===== src/rtl/pipe_hazard_ctrl.sv =====
// Pipeline hazard controller sitting beside the decode stage.
// Sequences PC, IF/ID and ID/EX registers: freezes on bus hold, flushes the
// wrong path after a taken jump, and inserts bubbles on load-use hazards.
// A jump that arrives while the bus is holding is remembered and replayed
// in the first cycle after the hold drops.
module pipe_hazard_ctrl #(
  parameter int FLUSH_CYCLES    = 2,
  parameter int LU_STALL_CYCLES = 1
) (
  input  logic        clk,
  input  logic        rst_n,
  input  logic [4:0]  id2ctrl_rs1_addr_i,
  input  logic [4:0]  id2ctrl_rs2_addr_i,
  input  logic        id2ctrl_rs1_used_i,
  input  logic        id2ctrl_rs2_used_i,
  input  logic [4:0]  ex2ctrl_rd_addr_i,
  input  logic        ex2ctrl_is_load_i,
  input  logic        ex2ctrl_jump_i,
  input  logic [31:0] ex2ctrl_jump_addr_i,
  input  logic        bus2ctrl_hold_i,
  output logic        ctrl2pc_hold_o,
  output logic        ctrl2ifid_hold_o,
  output logic        ctrl2idex_hold_o,
  output logic        ctrl2ifid_flush_o,
  output logic        ctrl2idex_flush_o,
  output logic        ctrl2pc_jump_o,
  output logic [31:0] ctrl2pc_jump_addr_o,
  output logic [1:0]  ctrl_state_o
);

  typedef enum logic [1:0] {
    ST_RUN   = 2'd0,
    ST_STALL = 2'd1,
    ST_FLUSH = 2'd2,
    ST_HOLD  = 2'd3
  } state_e;

  localparam int MAX_C = (FLUSH_CYCLES > LU_STALL_CYCLES) ? FLUSH_CYCLES : LU_STALL_CYCLES;
  localparam int CW    = (MAX_C > 1) ? $clog2(MAX_C + 1) : 1;
  localparam logic [CW-1:0] FLUSH_INIT = CW'(FLUSH_CYCLES - 1);
  localparam logic [CW-1:0] LU_INIT    = CW'(LU_STALL_CYCLES - 1);
  localparam logic [CW-1:0] CNT_ONE    = CW'(1);

  state_e        state_q, state_d;
  logic [CW-1:0] cnt_q, cnt_d;
  logic          pend_q, pend_d;
  logic [31:0]   pend_addr_q, pend_addr_d;

  logic          lu_hit;
  logic          run_mode;
  logic          eff_jump;
  logic [31:0]   eff_addr;
  logic          pc_hold, ifid_hold, idex_hold;
  logic          ifid_flush, idex_flush;
  logic          jump;
  logic [31:0]   jump_addr;

  // Load-use hazard: EX is loading a register the decoded instruction reads.
  always_comb begin
    lu_hit = ex2ctrl_is_load_i && (ex2ctrl_rd_addr_i != 5'd0) &&
             ((id2ctrl_rs1_used_i && (id2ctrl_rs1_addr_i == ex2ctrl_rd_addr_i)) ||
              (id2ctrl_rs2_used_i && (id2ctrl_rs2_addr_i == ex2ctrl_rd_addr_i)));
  end

  // Next-state and control outputs; RUN priority logic is shared by states that preempt into it.
  always_comb begin
    state_d     = state_q;
    cnt_d       = cnt_q;
    pend_d      = pend_q;
    pend_addr_d = pend_addr_q;
    pc_hold     = 1'b0;
    ifid_hold   = 1'b0;
    idex_hold   = 1'b0;
    ifid_flush  = 1'b0;
    idex_flush  = 1'b0;
    jump        = 1'b0;
    jump_addr   = 32'd0;
    run_mode    = 1'b0;
    eff_jump    = ex2ctrl_jump_i;
    eff_addr    = ex2ctrl_jump_addr_i;

    case (state_q)
      ST_RUN: begin
        run_mode = 1'b1;
      end
      ST_STALL: begin
        if (bus2ctrl_hold_i || ex2ctrl_jump_i) begin
          run_mode = 1'b1;
        end else begin
          pc_hold    = 1'b1;
          ifid_hold  = 1'b1;
          idex_flush = 1'b1;
          cnt_d      = cnt_q - CNT_ONE;
          if (cnt_q == CNT_ONE) state_d = ST_RUN;
        end
      end
      ST_FLUSH: begin
        if (bus2ctrl_hold_i) begin
          pc_hold   = 1'b1;
          ifid_hold = 1'b1;
          idex_hold = 1'b1;
          cnt_d     = '0;
          state_d   = ST_HOLD;
        end else begin
          ifid_flush = 1'b1;
          idex_flush = 1'b1;
          cnt_d      = cnt_q - CNT_ONE;
          if (cnt_q == CNT_ONE) state_d = ST_RUN;
        end
      end
      ST_HOLD: begin
        if (bus2ctrl_hold_i) begin
          pc_hold   = 1'b1;
          ifid_hold = 1'b1;
          idex_hold = 1'b1;
          if (ex2ctrl_jump_i && !pend_q) begin
            pend_d      = 1'b1;
            pend_addr_d = ex2ctrl_jump_addr_i;
          end
        end else begin
          run_mode = 1'b1;
          eff_jump = pend_q || ex2ctrl_jump_i;
          eff_addr = pend_q ? pend_addr_q : ex2ctrl_jump_addr_i;
          pend_d   = 1'b0;
        end
      end
      default: begin
        state_d = ST_RUN;
      end
    endcase

    if (run_mode) begin
      if (bus2ctrl_hold_i) begin
        pc_hold   = 1'b1;
        ifid_hold = 1'b1;
        idex_hold = 1'b1;
        cnt_d     = '0;
        state_d   = ST_HOLD;
        if (ex2ctrl_jump_i) begin
          pend_d      = 1'b1;
          pend_addr_d = ex2ctrl_jump_addr_i;
        end
      end else if (eff_jump) begin
        jump       = 1'b1;
        jump_addr  = eff_addr;
        ifid_flush = 1'b1;
        idex_flush = 1'b1;
        cnt_d      = FLUSH_INIT;
        state_d    = (FLUSH_CYCLES > 1) ? ST_FLUSH : ST_RUN;
      end else if (lu_hit) begin
        pc_hold    = 1'b1;
        ifid_hold  = 1'b1;
        idex_flush = 1'b1;
        cnt_d      = LU_INIT;
        state_d    = (LU_STALL_CYCLES > 1) ? ST_STALL : ST_RUN;
      end else begin
        cnt_d   = '0;
        state_d = ST_RUN;
      end
    end
  end

  // State, counter and pending-jump registers.
  always_ff @(posedge clk or negedge rst_n) begin
    if (!rst_n) begin
      state_q     <= ST_RUN;
      cnt_q       <= '0;
      pend_q      <= 1'b0;
      pend_addr_q <= 32'd0;
    end else begin
      state_q     <= state_d;
      cnt_q       <= cnt_d;
      pend_q      <= pend_d;
      pend_addr_q <= pend_addr_d;
    end
  end

  // Outputs are forced low while reset is asserted, whatever the inputs do.
  always_comb begin
    ctrl2pc_hold_o      = rst_n & pc_hold;
    ctrl2ifid_hold_o    = rst_n & ifid_hold;
    ctrl2idex_hold_o    = rst_n & idex_hold;
    ctrl2ifid_flush_o   = rst_n & ifid_flush;
    ctrl2idex_flush_o   = rst_n & idex_flush;
    ctrl2pc_jump_o      = rst_n & jump;
    ctrl2pc_jump_addr_o = rst_n ? jump_addr : 32'd0;
    ctrl_state_o        = state_q;
  end

endmodule

===== config.mk =====
export PLATFORM = sky130hd
export DESIGN_NAME = pipe_hazard_ctrl
export DESIGN_NICKNAME = d
export VERILOG_FILES = /design/src/rtl/pipe_hazard_ctrl.sv
export SDC_FILE = /design/constraint.sdc
export NUM_CORES = 1
export LEC_CHECK = 0
export ABC_AREA = 0
export CAP_MARGIN = 20
export CORE_ASPECT_RATIO = 1.4
export CORE_MARGIN = 2
export CORE_UTILIZATION = 48
export CTS_BUF_LIST = sky130_fd_sc_hd__clkbuf_16
export CTS_CLUSTER_DIAMETER = 50
export DETAILED_ROUTE_END_ITERATION = 16
export GPL_TIMING_DRIVEN = 0
export PLACE_DENSITY = 0.85
export SYNTH_ARGS = -nofsm -noshare
export SYNTH_HDL_FRONTEND = slang
export SYNTH_SLANG_ARGS = --single-unit

===== constraint.sdc =====
create_clock -name clk -period 3.1 [get_ports clk]
set_input_delay 0.31 -clock clk [delete_from_list [all_inputs] [get_ports clk]]
set_output_delay 0.31 -clock clk [all_outputs]
set_load 0.02 [all_outputs]

==> metrics.txt, run 1 <==
arrival time worst endpoint=2.73 ns; ys flop type=dfrtp_1; Die ar.=0.00572 mm2; FFs w/ async S/R, synth=between 90% and 100%; critical path endpoint category=primary output; leakage power=approximately 1.6 nW; Post-Syn Nets=around 320; switching share of power=a little under 40%; latest clock arrival within the worst-skew pair=0.28 ns; setup TNS=0 ns; commonest non-fill, non-tap cell in the layout=clkdlybuf4s50_1; Max VDD drop=~530 uV; GRT overflow=0; pin count of the biggest net entering global routing=41; DP HPWL=between 4000 and 5000 um; # DRC=0; Min Clock Period, post-route=between 3 and 4 ns; Detail Route Antenna Nets=0; outcome=complete, no violations; Tot GR Track Use=23.5%; Crit path largest cell delay=roughly 0.63 ns; fin crit share=~100%; number of diodes=0; wire per inst=~15 um; row count=30; Worst-Margin Slew=0.469 ns; post-route cell area=roughly 0.0037 mm2; initial antenna violation count=0; share of cells above drive strength 1=16.6%; P_sw=between 1 and 1.5 mW; first-pass GRT wire length=~11000 um; CTS tree=done; DIE WIDTH=64.5 um; Final Net Count=between 400 and 500; fmax=between 300 and 400 MHz; vias post-DR=2284; initial core utilization=around half; sequential fraction of the synthesis area=37.6%; Slew Limit Headroom=68.7%; starting DRC count in detailed routing=~140; Power Internal=1.86 mW; DP Area=between 0.003 and 0.004 mm2; Seq pwr share=around 29%; critical path's top delay family=buffers and inverters; RSZ-0062 raised after global routing=yes; H-tree depth=2; Crit path required time=about 2.8 ns; TritonCTS buffer count=5; port bufs=93; final setup fails=0; final hold vios=0; Worst Clk Skew=around 0.0032 ns; Comb power frac=between 50% and 60%; Synth Register Bits=37; Vias/cell=about 5.3; most used cell, CP=clkdlybuf4s50_1; Mapped Area=0.00246 mm2; number of synthesized flops with an enable pin=0; vias in the first global route=2360; final WL=around 6500 um; clock root buffer master=clkbuf_16; PwrDens=818 mW/mm2; most frequent cells in the layout=90 x clkdlybuf4s50_1, 69 x nand2_1, 36 x dfrtp_1, 34 x a21oi_1, 30 x mux2_4; Max Root-Sink Buffers=2; Worst setup SP type=input pin; slowest CP cell=clkdlybuf4s50_1; Distinct cells, synth=41; post-synthesis cell count=roughly 260; clock power share=between 10% and 20%; max_cap viols=0; TritonRoute pass-1 iters=4; critical path class=input pin to primary output; # IOs=94; fin. max-slew vios=0; Reg clk slew, reported paths=0.06 ns; Synth warnings=0; Area growth syn-to-layout=50.2%; Hold Crit Class=input pin to async pin; Clock Sinks=37; Avg Synthesized Cell Area=~9.4 um2; core region area=a little under 0.005 mm2; CP Cell Sequence=clkdlybuf4s50_1 > clkbuf_1 > nor2b_1 > nand3_4 > buf_2 > a21oi_1 > clkdlybuf4s50_1; die span in y=around 89 um; Final GP Congestion=a little under 0.8; crit path buf inv count=4; worst-path fanout max=10
-- flip-flops by register name, indices dropped and copies added, names as in the netlist --
name / flops
pend_q: 1
pend_addr_q: 32
ctrl_state_o: 2
cnt_q: 2
-- layer usage --
metal / up-vias / GRT usage [%] / routed length (um)
met5: - / 0 / 0
met4: 0 / 7.54 / 63
met3: 7 / 4.07 / 277
met2: 77 / 44.0 / 3510
met1: 1095 / 27.1 / 2610
li1: 1105 / - / -
-- metrics by stage --
step	worst slack [ns]	util, %	hold slack (ns)	power, mW	instances
after floorplan	0.320	-	0.0144	2.00	262
after global placement	-1.17	71.1	0.488	2.41	419
after detailed placement	-0.103	71.4	0.110	2.46	420
after CTS	0.0278	75.5	0.0120	3.01	431
after global routing	-0.0714	75.7	0.0307	3.22	431
final	0.0574	75.7	0.00721	3.02	431
-- cell type report --
class | count | area [um2]
Buffer | 17 | 98.8
Clock buffer | 5 | 125
Clock inverter | 3 | 17.5
Fill cell | 364 | 1180
Inverter | 8 | 30.0
Multi-Input combinational cell | 200 | 1440
Sequential cell | 37 | 927
Tap cell | 64 | 80.1
Timing Repair Buffer | 97 | 972
-- Yosys cell counts, types with 2 or more instances --
cell type	number	area (um2)
mux2_4	30	450
o211ai_1	2	15.0
a21oi_1	34	170
xor2_1	8	70.1
inv_1	8	30.0
mux2i_1	3	30.0
nor2_1	6	22.5
buf_2	5	25.0
clkbuf_1	8	30.0
buf_6	3	33.8
o22ai_1	2	12.5
ha_1	5	62.6
o21ai_0	7	35.0
mux2_2	2	22.5
nor4_1	2	12.5
xnor2_1	2	17.5
nor2b_1	6	37.5
dfrtp_1	37	926
nand2_1	70	263
-- path summary, 6_finish.rpt --
path	start	endpoint	slack, ns	cells after the start
worst max-delay path	bus2ctrl_hold_i	ctrl2pc_jump_addr_o[19]	0.06	7
worst min-delay path	rst_n	pend_addr_q[13]	0.007	2
worst max register to register	ctrl_state_o[1]	pend_addr_q[28]	1.01	7
worst min register to register	pend_addr_q[29]	pend_addr_q[29]	0.51	1
max in group asynchronous	rst_n	pend_addr_q[17]	2.63	2
min in group clk	pend_addr_q[29]	pend_addr_q[29]	0.51	1
-- kinds of logic after synthesis --
logic type               after synthesis  synth area share, %
AO/OA/AOI/OAI                         60                 15.6
adder cells (fa/ha/maj)                5                 2.54
XOR/XNOR                              10                 3.56
flip-flops                            37                 37.6
multiplexers                          35                 20.4
AND/OR/NAND/NOR                       90                 15.1
buffers and inverters                 25                 5.14
-- timing repair --
action                     4_1_cts  5_1_grt
hold endpoints to repair         1        0
setup buffers                    2        0
cloned                           0        0
setup endpoints to repair       37       31
hold buffers                     1        0
pin swaps                        0        0
gates resized for setup         10        2
-- power groups by stage --
stage | combinational, mW | sequential [mW] | clock (mW)
after floorplan | 1.13 | 0.866 | 0
after global placement | 1.53 | 0.874 | 0
after detailed placement | 1.56 | 0.892 | 0
after CTS | 1.63 | 0.882 | 0.494
after global routing | 1.79 | 0.912 | 0.517
final | 1.65 | 0.886 | 0.489
Note: power is estimated with default switching activity, not from simulation.
==> run 2, diff against run 1 <==
CORE_UTILIZATION = 45   (was 48)
HOLD_SLACK_MARGIN = 0.02   (was not set)
PLACE_DENSITY = 0.81   (was 0.85)
RECOVER_POWER = 100   (was not set)
==> run 2 against run 1 <==
Compared with the run above:
- worst hold slack improved by 0.038 ns
- flip-flop and latch count did not move
- first-iteration DRC count fell by 18%
- global-route usage decreased by 1.7 points
- critical path type is now register to primary output
==> metrics.txt, run 2 (synthesis gave the netlist of run 1 again) <==
Reg clk slew, reported paths=0.05 ns (was 0.06 ns); Vias/cell=5.28 (was 5.30); Fill cells=454 (was 364); DP HPWL=4580 um (was 4490 um); fmax=336 MHz (was 329 MHz); worst-path fanout max=10 (unchanged); DIE WIDTH=66.5 um (was 64.5 um); setup TNS=0 ns (unchanged); arrival time worst endpoint=2.67 ns (was 2.73 ns); Area growth syn-to-layout=42.1% (was 50.2%); Clock Sinks=37 (unchanged); starting DRC count in detailed routing=113 (was 137); initial core utilization=47.0% (was 50.4%); Tot GR Track Use=21.9% (was 23.5%); Crit path required time=2.79 ns (about the same); initial antenna violation count=0 (unchanged); most frequent cells in the layout=71 x clkdlybuf4s50_1, 69 x nand2_1, 36 x dfrtp_1, 34 x a21oi_1, 27 x mux2_1 (was 90 x clkdlybuf4s50_1, 69 x nand2_1, 36 x dfrtp_1, 34 x a21oi_1, 30 x mux2_4); final setup fails=0 (unchanged); fin crit share=96.0% (was 98.1%); fin. max-slew vios=0 (unchanged); critical path class=register to primary output (was input pin to primary output); Top reg by flops=pend_addr_q (unchanged); Min Clock Period, post-route=2.98 ns (was 3.04 ns); first-pass GRT wire length=10400 um (was 10600 um); number of diodes=0 (unchanged); setup ws final=0.123 ns (was 0.0574 ns); Worst Clk Skew=0.00176 ns (was 0.00318 ns); number of flip-flops in the largest register=32 (unchanged); core region area=0.00524 mm2 (was 0.00488 mm2); Final Net Count=423 (was 425); Slew Limit Headroom=60.4% (was 68.7%); Pwr Total=2.83 mW (was 3.02 mW); clock root buffer master=clkbuf_16 (unchanged); critical path endpoint category=primary output (unchanged); # IOs=94 (unchanged); wire per inst=14.5 um (was 15.0 um); max_cap viols=0 (unchanged); share of cells above drive strength 1=8.49% (was 16.6%); final WL=6250 um (was 6460 um); row count=31 (was 30); Worst-Margin Slew=0.594 ns (was 0.469 ns); Max VDD drop=405 uV (was 530 uV); vias in the first global route=2257 (was 2360); CTS tree=done (unchanged); TritonRoute pass-1 iters=4 (unchanged); Post-Route Utilization=66.8% (was 75.7%); Detail Route Antenna Nets=0 (unchanged); TritonCTS buffer count=5 (unchanged); die span in y=91.5 um (was 88.7 um); Placement Setup Slack=-0.113 ns (was -0.103 ns); # hold bufs at CTS=0 (was 1); Hold Crit Class=input pin to async pin (unchanged); PwrDens=809 mW/mm2 (was 818 mW/mm2); port bufs=93 (unchanged); final hold vios=0 (unchanged); Max Root-Sink Buffers=2 (unchanged); H-tree depth=2 (unchanged); Worst setup SP type=register (was input pin); outcome=complete, no violations (unchanged); GRT overflow=0 (unchanged); commonest non-fill, non-tap cell in the layout=clkdlybuf4s50_1 (unchanged); RSZ-0062 raised after global routing=no (was yes); vias post-DR=2277 (was 2284); pin count of the biggest net entering global routing=42 (was 41); leakage power=1.48 nW (was 1.58 nW); latest clock arrival within the worst-skew pair=0.28 ns (about the same); Die ar.=0.00608 mm2 (was 0.00572 mm2); Final GP Congestion=0.803 (was 0.788); # DRC=0 (unchanged)
## run 2: power breakdown
part           internal (mW)  switching, mW  total, mW
Clock                  0.373          0.187      0.561
Sequential             0.730          0.143      0.873
Combinational          0.620          0.776       1.40
Total                   1.72           1.11       2.83
## run 2: path summary, 6_finish.rpt
path                                       from                 endpoint  slack [ns]  cells after the start
max in group asynchronous                 rst_n          ctrl_state_o[0]        2.65                      1
worst min-delay path                      rst_n          pend_addr_q[20]        0.05                      1
worst min register to register  pend_addr_q[14]          pend_addr_q[14]        0.49                      1
min in group clk                pend_addr_q[14]          pend_addr_q[14]        0.49                      1
worst max-delay path            ctrl_state_o[1]  ctrl2pc_jump_addr_o[30]        0.12                      8
worst max register to register  ctrl_state_o[1]          pend_addr_q[13]        0.61                      7
## run 2: worst max-delay path, stage by stage (launching register included)
cell and delay (ns):
dfrtp_1 0.42, ha_1 0.16, buf_2 0.19, nand2b_1 0.11
a31oi_4 0.30, nand3_4 0.18, clkbuf_2 0.24, a21oi_1 0.15
clkdlybuf4s50_1 0.63
## run 2: timing repair
item / 4_1_cts / 5_1_grt
pin swaps: 1 / 0
buffers inserted: 2 / 0
gates resized for setup: 10 / 19
cloned: 0 / 0
endpoints found under the setup margin: 37 / 30
## run 2: layout make-up
cell class | count | area, um2 | share of cell area [%]
well taps | 66 | 82.6 | 2.36
clock buffers | 5 | 125 | 3.58
repair buffers | 95 | 878 | 25.1
clock inverters | 3 | 37.5 | 1.07
multi-input cells | 200 | 1340 | 38.2
inverters | 8 | 30.0 | 0.859
flip-flops and latches | 37 | 927 | 26.5
plain buffers | 17 | 80.1 | 2.29
## run 2: metal layers
layer	wire, um	up-vias	global-route usage (%)
li1	-	1105	-
met1	2530	1087	27.3
met2	3360	77	37.5
met3	274	8	3.59
met4	90	0	7.14
met5	0	-	0
## run 2: per-stage QoR
stage	std cells	cell area [um2]	hold slack [ns]
after floorplan	262	2460	0.0144
after global placement	421	3470	0.489
after detailed placement	421	3470	0.473
after CTS	431	3670	0.182
after global routing	431	3500	0.0867
final	431	3500	0.0456
